==> src/rtl/multi_button_debouncer_pkg.sv <==
// multi_button_debouncer_pkg: shared state encoding, counter sizing and default timing.
package multi_button_debouncer_pkg;

    typedef enum logic [1:0] {
        IDLE,
        PRESS_DLY,
        HELD,
        RELEASE_DLY
    } btn_state_e;

    localparam int DEF_N_BTN           = 4;
    localparam int DEF_DEBOUNCE_CYCLES = 50000;
    localparam int DEF_HOLD_CYCLES     = 25000000;
    localparam int DEF_AUTO_REPEAT     = 1;
    localparam int DEF_REPEAT_CYCLES   = 5000000;

    function automatic int cnt_width(input int max_val);
        return (max_val < 2) ? 1 : $clog2(max_val + 1);
    endfunction

endpackage

==> src/rtl/debounce_channel.sv <==
// debounce_channel: synchroniser, debounce FSM and hold/repeat counter for one button.
module debounce_channel
    import multi_button_debouncer_pkg::*;
#(
    parameter int DEBOUNCE_CYCLES = DEF_DEBOUNCE_CYCLES,
    parameter int HOLD_CYCLES     = DEF_HOLD_CYCLES,
    parameter int AUTO_REPEAT     = DEF_AUTO_REPEAT,
    parameter int REPEAT_CYCLES   = DEF_REPEAT_CYCLES
) (
    input  logic clk,
    input  logic rst_n,
    input  logic btn_i,
    output logic pressed_o,
    output logic press_pulse_o,
    output logic release_pulse_o,
    output logic hold_pulse_o
);
    localparam int DW = cnt_width(DEBOUNCE_CYCLES);
    localparam int HW = cnt_width(HOLD_CYCLES > REPEAT_CYCLES ? HOLD_CYCLES : REPEAT_CYCLES);
    localparam logic [DW-1:0] DEB_LAST  = DW'(DEBOUNCE_CYCLES - 1);
    localparam logic [HW-1:0] HOLD_LAST = HW'(HOLD_CYCLES - 1);
    localparam logic [HW-1:0] REP_LAST  = HW'(REPEAT_CYCLES - 1);
    localparam bit REPEAT_EN = AUTO_REPEAT != 0;

    logic          meta_q;
    logic          s_q;
    btn_state_e    state_q;
    logic [DW-1:0] deb_q;
    logic [HW-1:0] hold_q;
    logic          ticked_q;

    always_ff @(posedge clk or negedge rst_n) begin
        if (!rst_n) begin
            meta_q          <= 1'b0;
            s_q             <= 1'b0;
            state_q         <= IDLE;
            deb_q           <= '0;
            hold_q          <= '0;
            ticked_q        <= 1'b0;
            pressed_o       <= 1'b0;
            press_pulse_o   <= 1'b0;
            release_pulse_o <= 1'b0;
            hold_pulse_o    <= 1'b0;
        end else begin
            meta_q          <= btn_i;
            s_q             <= meta_q;
            press_pulse_o   <= 1'b0;
            release_pulse_o <= 1'b0;
            hold_pulse_o    <= 1'b0;
            case (state_q)
                IDLE: begin
                    if (s_q) begin
                        state_q <= PRESS_DLY;
                        deb_q   <= '0;
                    end
                end
                PRESS_DLY: begin
                    if (!s_q) begin
                        state_q <= IDLE;
                    end else if (deb_q == DEB_LAST) begin
                        state_q       <= HELD;
                        pressed_o     <= 1'b1;
                        press_pulse_o <= 1'b1;
                        hold_q        <= '0;
                        ticked_q      <= 1'b0;
                    end else begin
                        deb_q <= deb_q + 1'b1;
                    end
                end
                HELD: begin
                    // Without auto-repeat the counter freezes once the single tick has fired.
                    if (!s_q) begin
                        state_q <= RELEASE_DLY;
                        deb_q   <= '0;
                    end else if (REPEAT_EN || !ticked_q) begin
                        if (hold_q == (ticked_q ? REP_LAST : HOLD_LAST)) begin
                            hold_pulse_o <= 1'b1;
                            hold_q       <= '0;
                            ticked_q     <= 1'b1;
                        end else begin
                            hold_q <= hold_q + 1'b1;
                        end
                    end
                end
                RELEASE_DLY: begin
                    if (s_q) begin
                        state_q <= HELD;
                    end else if (deb_q == DEB_LAST) begin
                        state_q         <= IDLE;
                        pressed_o       <= 1'b0;
                        release_pulse_o <= 1'b1;
                    end else begin
                        deb_q <= deb_q + 1'b1;
                    end
                end
                default: state_q <= IDLE;
            endcase
        end
    end

endmodule

==> src/rtl/multi_button_debouncer.sv <==
// multi_button_debouncer: N independent debounced button channels with press/release/hold strobes.
module multi_button_debouncer
    import multi_button_debouncer_pkg::*;
#(
    parameter int N_BTN           = DEF_N_BTN,
    parameter int DEBOUNCE_CYCLES = DEF_DEBOUNCE_CYCLES,
    parameter int HOLD_CYCLES     = DEF_HOLD_CYCLES,
    parameter int AUTO_REPEAT     = DEF_AUTO_REPEAT,
    parameter int REPEAT_CYCLES   = DEF_REPEAT_CYCLES
) (
    input  logic             clk,
    input  logic             rst_n,
    input  logic [N_BTN-1:0] button,
    output logic [N_BTN-1:0] pressed,
    output logic [N_BTN-1:0] press_pulse,
    output logic [N_BTN-1:0] release_pulse,
    output logic [N_BTN-1:0] hold_pulse
);

    for (genvar i = 0; i < N_BTN; i++) begin : g_ch
        debounce_channel #(
            .DEBOUNCE_CYCLES(DEBOUNCE_CYCLES),
            .HOLD_CYCLES    (HOLD_CYCLES),
            .AUTO_REPEAT    (AUTO_REPEAT),
            .REPEAT_CYCLES  (REPEAT_CYCLES)
        ) u_ch (
            .clk            (clk),
            .rst_n          (rst_n),
            .btn_i          (button[i]),
            .pressed_o      (pressed[i]),
            .press_pulse_o  (press_pulse[i]),
            .release_pulse_o(release_pulse[i]),
            .hold_pulse_o   (hold_pulse[i])
        );
    end

endmodule

==> config.mk <==
export PLATFORM = sky130hd
export DESIGN_NAME = multi_button_debouncer
export DESIGN_NICKNAME = d
export VERILOG_FILES = /design/src/rtl/multi_button_debouncer_pkg.sv /design/src/rtl/debounce_channel.sv /design/src/rtl/multi_button_debouncer.sv
export SDC_FILE = /design/constraint.sdc
export NUM_CORES = 1
export LEC_CHECK = 0
export ABC_CLOCK_PERIOD_IN_PS = 4200
export BUFFER_PORTS_ARGS = -buffer_cell sky130_fd_sc_hd__buf_2
export CAP_MARGIN = 20
export CORE_UTILIZATION = 60
export CTS_BUF_LIST = sky130_fd_sc_hd__clkbuf_8
export CTS_CLUSTER_DIAMETER = 50
export DETAILED_ROUTE_END_ITERATION = 16
export PLACE_DENSITY = 0.82
export SLEW_MARGIN = 20
export SYNTH_ARGS = -nofsm -noshare
export SYNTH_HDL_FRONTEND = slang
export SYNTH_SLANG_ARGS = --single-unit
export TNS_END_PERCENT = 10
==> constraint.sdc <==
create_clock -name clk -period 4.2 [get_ports clk]
set_input_delay 1.26 -clock clk [delete_from_list [all_inputs] [get_ports clk]]
set_output_delay 1.26 -clock clk [all_outputs]
set_load 0.05 [all_outputs]
==> flow_summary.json, run 1 <==
{
  "cp_max_fo": 30,
  "drive_gt1_share_pct": 6.50,
  "endpoint": "g_ch[3].u_ch.hold_q[15]$_DFFE_PN0P_",
  "p_per_area_nw_per_um2": 443,
  "pre_cts_slack_ps": 1160,
  "yosysSeqAreaShare_pct": 44.0,
  "first_pass_iters": 6,
  "die_x_um": 140,
  "vias": 9660,
  "synth_nets": 1269,
  "register_area_um2": 5000,
  "wl_mm": 23.8,
  "antenna_found_initial": 0,
  "met1_usage_pct": 35.7,
  "busiest_layer": "met2",
  "path_buf_inv": 2,
  "synth_compound_area_share_pct": 19.1,
  "comb_power_share_pct": 35.2,
  "nFillCells": 1473,
  "grt_pass1_vias": 9141,
  "synthDistinctLibCells": 71,
  "die_y_um": 140,
  "rrSetupSlack_ps": 1100,
  "ir_drop_v": 0.000478,
  "p_total_mw": 5.27,
  "start_util_pct": 62.2,
  "critical_path.top_delay_family": "compound AO/OA/AOI/OAI gates",
  "postSynthCellCount": 1239,
  "detail_route.iter0.violations": 627,
  "grt_max_degree": 71,
  "synth-edff-count": 0,
  "grtUsageMet2_pct": 41.8,
  "clock_sinks": 200,
  "area_delta_synth_final_pct": 4.78,
  "endpoint_kind": "register",
  "cellLeakagePower_nw": 4.73,
  "use_met3_pct": 3.92,
  "port_buffers": 21,
  "cpPeakStageDelay_ps": 880,
  "post_cts_resized": 0,
  "layout.nets": 1247,
  "hold_path_class": "reg -> reg",
  "track_usage_pct": 25.6,
  "critPathArrivalTime_ps": 3490,
  "yosys_warnings": 0,
  "r2r_cells": 7,
  "worstSetupStartpoint": "g_ch[3].u_ch.state_q[0]$_DFFE_PN0P_",
  "num_io_pins": 22,
  "cp_cell_sequence": "inv_1, ha_1, nand2_1, a211oi_2, buf_4, a41oi_1, a31oi_1",
  "r2r-start": "g_ch[3].u_ch.state_q[0]$_DFFE_PN0P_",
  "setup_ws_ps": 1100,
  "die-area_um2": 19500,
  "cts-htree-levels": 4,
  "pwr-share-clk_pct": 23.4,
  "relSlewSlack_pct": 28.5,
  "post_cts_buffers": 0,
  "ys_ff_latch": 200,
  "p_seq_share_pct": 41.5,
  "synth_top_family_by_area": "simple AND/OR/NAND/NOR gates",
  "reg2reg_to": "g_ch[3].u_ch.hold_q[15]$_DFFE_PN0P_",
  "place_congestion": 0.871,
  "drcViolationCount": 0,
  "cts_made_buffers": 17,
  "setup_tns_ps": 0,
  "synthXorXnorAreaFrac_pct": 1.85,
  "critPathKind": "reg -> reg",
  "status": "finished clean",
  "clock-root-buffer": "clkbuf_8",
  "hpwlAfterDp_mm": 16.1,
  "synthFlopType": "dfrtp_1",
  "cap_violations": 0,
  "grt_overflow_total": 0,
  "syn_area_um2": 11400,
  "clk_pin_slew_ps": 90,
  "cp-start-kind": "register",
  "hold_slack_ps": 354,
  "fin_crit_ps": 3100,
  "antenna_cells": 0,
  "period_share_pct": 73.9,
  "slew_viol_final": 0,
  "clock-skew-final_ps": 16.7,
  "cts_tree": "yes",
  "setup_viol": 0,
  "hp-start": "g_ch[3].u_ch.meta_q$_DFF_PN0_",
  "path_depth": 7,
  "hold_viol": 0,
  "synthAdderAreaFrac_pct": 2.64,
  "tightestPinTransition_ps": 1070,
  "crit_required_ps": 4590,
  "p_switching_mw": 2.09,
  "synthMuxAreaShare_pct": 0.881,
  "antenna_left": 0,
  "async_flop_share_pct": 100,
  "swShare_pct": 39.6,
  "grt_pass1_wl_mm": 42.0,
  "core_um2": 18300,
  "clock_path_buffers": 2,
  "synth_area_per_cell_um2": 9.17,
  "row_count": 49,
  "synth-simple-area-share_pct": 27.1,
  "vias_per_cell": 6.62,
  "critPathSlowestCell": "ha_1",
  "insertion_delay_ps": 470,
  "rsz0062_at_grt": "no",
  "fmax_ghz": 0.322,
  "p_int_mw": 3.18,
  "wl_per_cell_um": 16.3,
  "holdBufCountCts": 0,
  "multi_input_area_um2": 5870,
  "worstHoldPathCells": 0
}
==> routing by layer <==
metal / wire length (um) / share of wire (%)
met1: 11100 / 47
met5: 0 / 0
met3: 1040 / 4.4
met2: 11500 / 48
met4: 214 / 0.90
==> metrics by stage <==
step           area (um^2)  std cells  util [%]
2_1_floorplan        11400       1239         -
3_3_place_gp         11500       1427      63.0
3_5_place_dp         11500       1427      63.0
4_1_cts              11900       1459      65.1
5_1_grt              11900       1459      65.2
6_report             11900       1459      65.2
==> cells in the mapped netlist, drive strengths merged, types with 8 or more instances <==
master,count,area [um^2]
dfrtp,200,5000
nand2,90,345
a21oi,80,400
o21ai,73,369
nand3,68,353
nor2,65,244
clkbuf,49,184
nand4,49,307
a31oi,47,294
o31ai,44,330
or3,43,269
inv,42,158
and3,41,257
or4,29,218
nor3,25,125
ha,24,300
buf,22,158
nand3b,20,150
nor4,18,113
and4,14,123
xnor2,13,114
nand2b,12,75.1
o22ai,12,75.1
and2,11,68.8
nor4b,11,96.3
xor2,11,96.3
a211oi,10,85.1
mux2i,10,100
nand4b,9,78.8
nor4bb,8,80.1
==> cell families (layout without fill, tap and decap cells) <==
logic type	count (synthesis)	count (layout)
xor+xnor	24	24
mux	10	10
flops	200	200
simple gates	535	535
buf+inv	113	104
fa+ha+maj	24	24
compound gates	333	333
==> registers in the layout (all words and copies together) (netlist names), named ones only <==
name / count
g_ch.u_ch.hold_q: 100
g_ch.u_ch.pressed_o: 4
g_ch.u_ch.ticked_q: 4
g_ch.u_ch.press_pulse_o: 4
g_ch.u_ch.deb_q: 64
g_ch.u_ch.hold_pulse_o: 4
g_ch.u_ch.s_q: 4
g_ch.u_ch.state_q: 4
g_ch.u_ch.release_pulse_o: 4
g_ch.u_ch.meta_q: 4
==> cell type report <==
class | count | area share, %
Sequential cell | 200 | 42.0
Inverter | 42 | 1.32
Timing Repair Buffer | 30 | 1.63
Tap cell | 229 | 2.41
Clock inverter | 11 | 0.893
Clock buffer | 21 | 2.43
Multi-Input combinational cell | 926 | 49.3
==> worst min path at each step <==
stage,end
6_report,g_ch[3].u_ch.s_q$_DFF_PN0_
5_1_grt,g_ch[3].u_ch.s_q$_DFF_PN0_
4_1_cts,g_ch[3].u_ch.s_q$_DFF_PN0_
3_5_place_dp,g_ch[3].u_ch.s_q$_DFF_PN0_
3_3_place_gp,g_ch[3].u_ch.s_q$_DFF_PN0_
2_1_floorplan,g_ch[0].u_ch.s_q$_DFF_PN0_
==> cells in the final DEF (no fill, tap or decap), drive strengths merged, types with 41 or more instances in the layout <==
master,netlist,routed
o31ai,44,44
and3,41,41
nand4,49,49
nand3,68,68
o21ai,73,73
nand2,90,90
a21oi,80,80
nor2,65,65
dfrtp,200,200
a31oi,47,47
inv,42,46
or3,43,43
==> power groups by stage <==
stage / clock network [mW] / logic [mW] / registers (mW)
floorplan: 0 / 1.44 / 2.18
global placement: 0 / 1.78 / 2.21
detailed placement: 0 / 1.83 / 2.22
CTS: 1.26 / 1.84 / 2.18
global route: 1.33 / 2.07 / 2.20
finish: 1.23 / 1.85 / 2.18
(Power assumes the default switching activity.)
==> run 2: changes to the inputs <==
--- a/config.mk
+++ b/config.mk
@@ -5,14 +5,14 @@
 export SDC_FILE = /design/constraint.sdc
 export NUM_CORES = 1
 export LEC_CHECK = 0
-export ABC_CLOCK_PERIOD_IN_PS = 4200
+export ABC_CLOCK_PERIOD_IN_PS = 2760
 export BUFFER_PORTS_ARGS = -buffer_cell sky130_fd_sc_hd__buf_2
 export CAP_MARGIN = 20
-export CORE_UTILIZATION = 60
+export CORE_UTILIZATION = 59
 export CTS_BUF_LIST = sky130_fd_sc_hd__clkbuf_8
 export CTS_CLUSTER_DIAMETER = 50
 export DETAILED_ROUTE_END_ITERATION = 16
-export PLACE_DENSITY = 0.82
+export PLACE_DENSITY = 0.84
 export SLEW_MARGIN = 20
 export SYNTH_ARGS = -nofsm -noshare
 export SYNTH_HDL_FRONTEND = slang
==> constraint.sdc (replaced) <==
create_clock -name clk -period 2.76 [get_ports clk]
set_input_delay 0.828 -clock clk [delete_from_list [all_inputs] [get_ports clk]]
set_output_delay 0.828 -clock clk [all_outputs]
set_load 0.05 [all_outputs]
==> flow_summary.json, run 2 (synthesized netlist as in run 1, its figures left out) <==
{
  "grt_pass1_wl_mm": 42.4,
  "area_delta_synth_final_pct": 7.31,
  "cellLeakagePower_nw": 4.88,
  "multi_input_area_um2": 5870,
  "grt_overflow_total": 0,
  "first_pass_iters": 5,
  "r2r_cells": 5,
  "hpwlAfterDp_mm": 16.8,
  "layout.nets": 1278,
  "cts_tree": "yes",
  "antenna_cells": 0,
  "die_y_um": 141,
  "critPathKind": "reg -> reg",
  "final_common_cell": "dfrtp_1",
  "cts_made_buffers": 17,
  "largest_reg_flops": 100,
  "drive_gt1_share_pct": 9.20,
  "p_total_mw": 8.33,
  "fmax_ghz": 0.384,
  "critPathArrivalTime_ps": 3010,
  "detail_route.iter0.violations": 683,
  "fin_crit_ps": 2600,
  "cts-htree-levels": 4,
  "post_cts_buffers": 0,
  "setup_ws_ps": 159,
  "cp-start-kind": "register",
  "endpoint_kind": "register",
  "pre_cts_slack_ps": 119,
  "rsz0062_at_grt": "no",
  "post_cts_resized": 0,
  "die-area_um2": 19800,
  "tightestPinTransition_ps": 794,
  "holdBufCountCts": 0,
  "cpPeakStageDelay_ps": 590,
  "hold_viol": 0,
  "cp_cell_sequence": "or4b_4, o41ai_4, nand3_4, or4_1, a21oi_1",
  "status": "finished clean",
  "wl_per_cell_um": 16.3,
  "clk_pin_slew_ps": 110,
  "die_x_um": 141,
  "clock_path_buffers": 2,
  "nFillCells": 1490,
  "clock_sinks": 200,
  "critPathSlowestCell": "or4b_4",
  "clock-skew-final_ps": 20.2,
  "place_congestion": 0.852,
  "row_count": 50,
  "setup_tns_ps": 0,
  "antenna_left": 0,
  "drcViolationCount": 0,
  "hold_path_class": "in -> async",
  "core_um2": 18800,
  "regMostFlops": "g_ch.u_ch.hold_q",
  "track_usage_pct": 25.9,
  "start_util_pct": 60.5,
  "vias": 9875,
  "cp_max_fo": 16,
  "final_cell_mix": "dfrtp_1, nand2_1, a21oi_1",
  "wl_mm": 24.4,
  "insertion_delay_ps": 500,
  "relSlewSlack_pct": 47.1,
  "period_share_pct": 94.3,
  "grt_max_degree": 69,
  "clock-root-buffer": "clkbuf_8",
  "port_buffers": 21,
  "register_area_um2": 5000,
  "antenna_found_initial": 0,
  "cap_violations": 0,
  "num_io_pins": 22,
  "hold_slack_ps": 320,
  "ir_drop_v": 0.000794,
  "reg.largest.list": "g_ch.u_ch.hold_q x100, g_ch.u_ch.deb_q x64",
  "crit_required_ps": 3170,
  "grt_pass1_vias": 9166,
  "vias_per_cell": 6.61,
  "fin_util_pct": 65.0,
  "p_per_area_nw_per_um2": 683,
  "setup_viol": 0,
  "slew_viol_final": 0
}
==> run 2: changes by cell type in the layout (fill, tap and decap cells not counted) <==
| cell | delta |
|---|---|
| buf_4 | +28 |
| inv_1 | -4 |
| buf_12 | +3 |
| inv_6 | +3 |
| clkbuf_8 | -2 |
| clkinvlp_4 | +2 |
| a21oi_1 | -1 |
| a21oi_2 | +1 |
| clkinv_4 | +1 |
==> run 2: final timing paths <==
path,start,end,slack [ps]
worst max-delay path,g_ch[0].u_ch.deb_q[12]$_DFFE_PN0P_,g_ch[0].u_ch.hold_q[19]$_DFFE_PN0P_,160
worst min-delay path,rst_n,g_ch[1].u_ch.hold_q[4]$_DFFE_PN0P_,320
worst max register to register,g_ch[0].u_ch.deb_q[12]$_DFFE_PN0P_,g_ch[0].u_ch.hold_q[19]$_DFFE_PN0P_,160
worst min register to register,g_ch[3].u_ch.meta_q$_DFF_PN0_,g_ch[3].u_ch.s_q$_DFF_PN0_,360
max in group asynchronous,rst_n,g_ch[3].u_ch.hold_q[20]$_DFFE_PN0P_,1790
min in group clk,g_ch[3].u_ch.meta_q$_DFF_PN0_,g_ch[3].u_ch.s_q$_DFF_PN0_,360
==> run 2: layout make-up <==
type	count	area share [%]
clock buffers	19	2.14
clock inverters	13	1.16
inverters	42	1.29
multi-input cells	926	48.2
flip-flops and latches	200	41.0
well taps	234	2.40
repair buffers	61	3.81
==> run 2: worst max-delay path: cells and delay by family, from the launching register on <==
kind	cells	cell delay, ps
AOI/OAI and AO/OA	2	690
and+or+nand+nor	3	1380
DFF	1	450
==> run 2: report_power, final <==
group	internal [mW]	total [mW]	switching [mW]
Combinational	1.02	3.08	2.06
Clock	0.859	1.92	1.07
Sequential	3.12	3.32	0.198
Total	5.00	8.33	3.33
==> run 2: metal layers <==
layer	GRT usage [%]	routed length, um
met1	34.6	11100
met2	42.0	11900
met3	4.14	1060
met4	10.7	391
met5	0	0
==> run 2: metrics by stage <==
step | cells | area (um^2)
finish | 1495 | 12200
global route | 1495 | 12200
CTS | 1495 | 12200
detailed placement | 1463 | 11800
global placement | 1463 | 11800
floorplan | 1239 | 11400
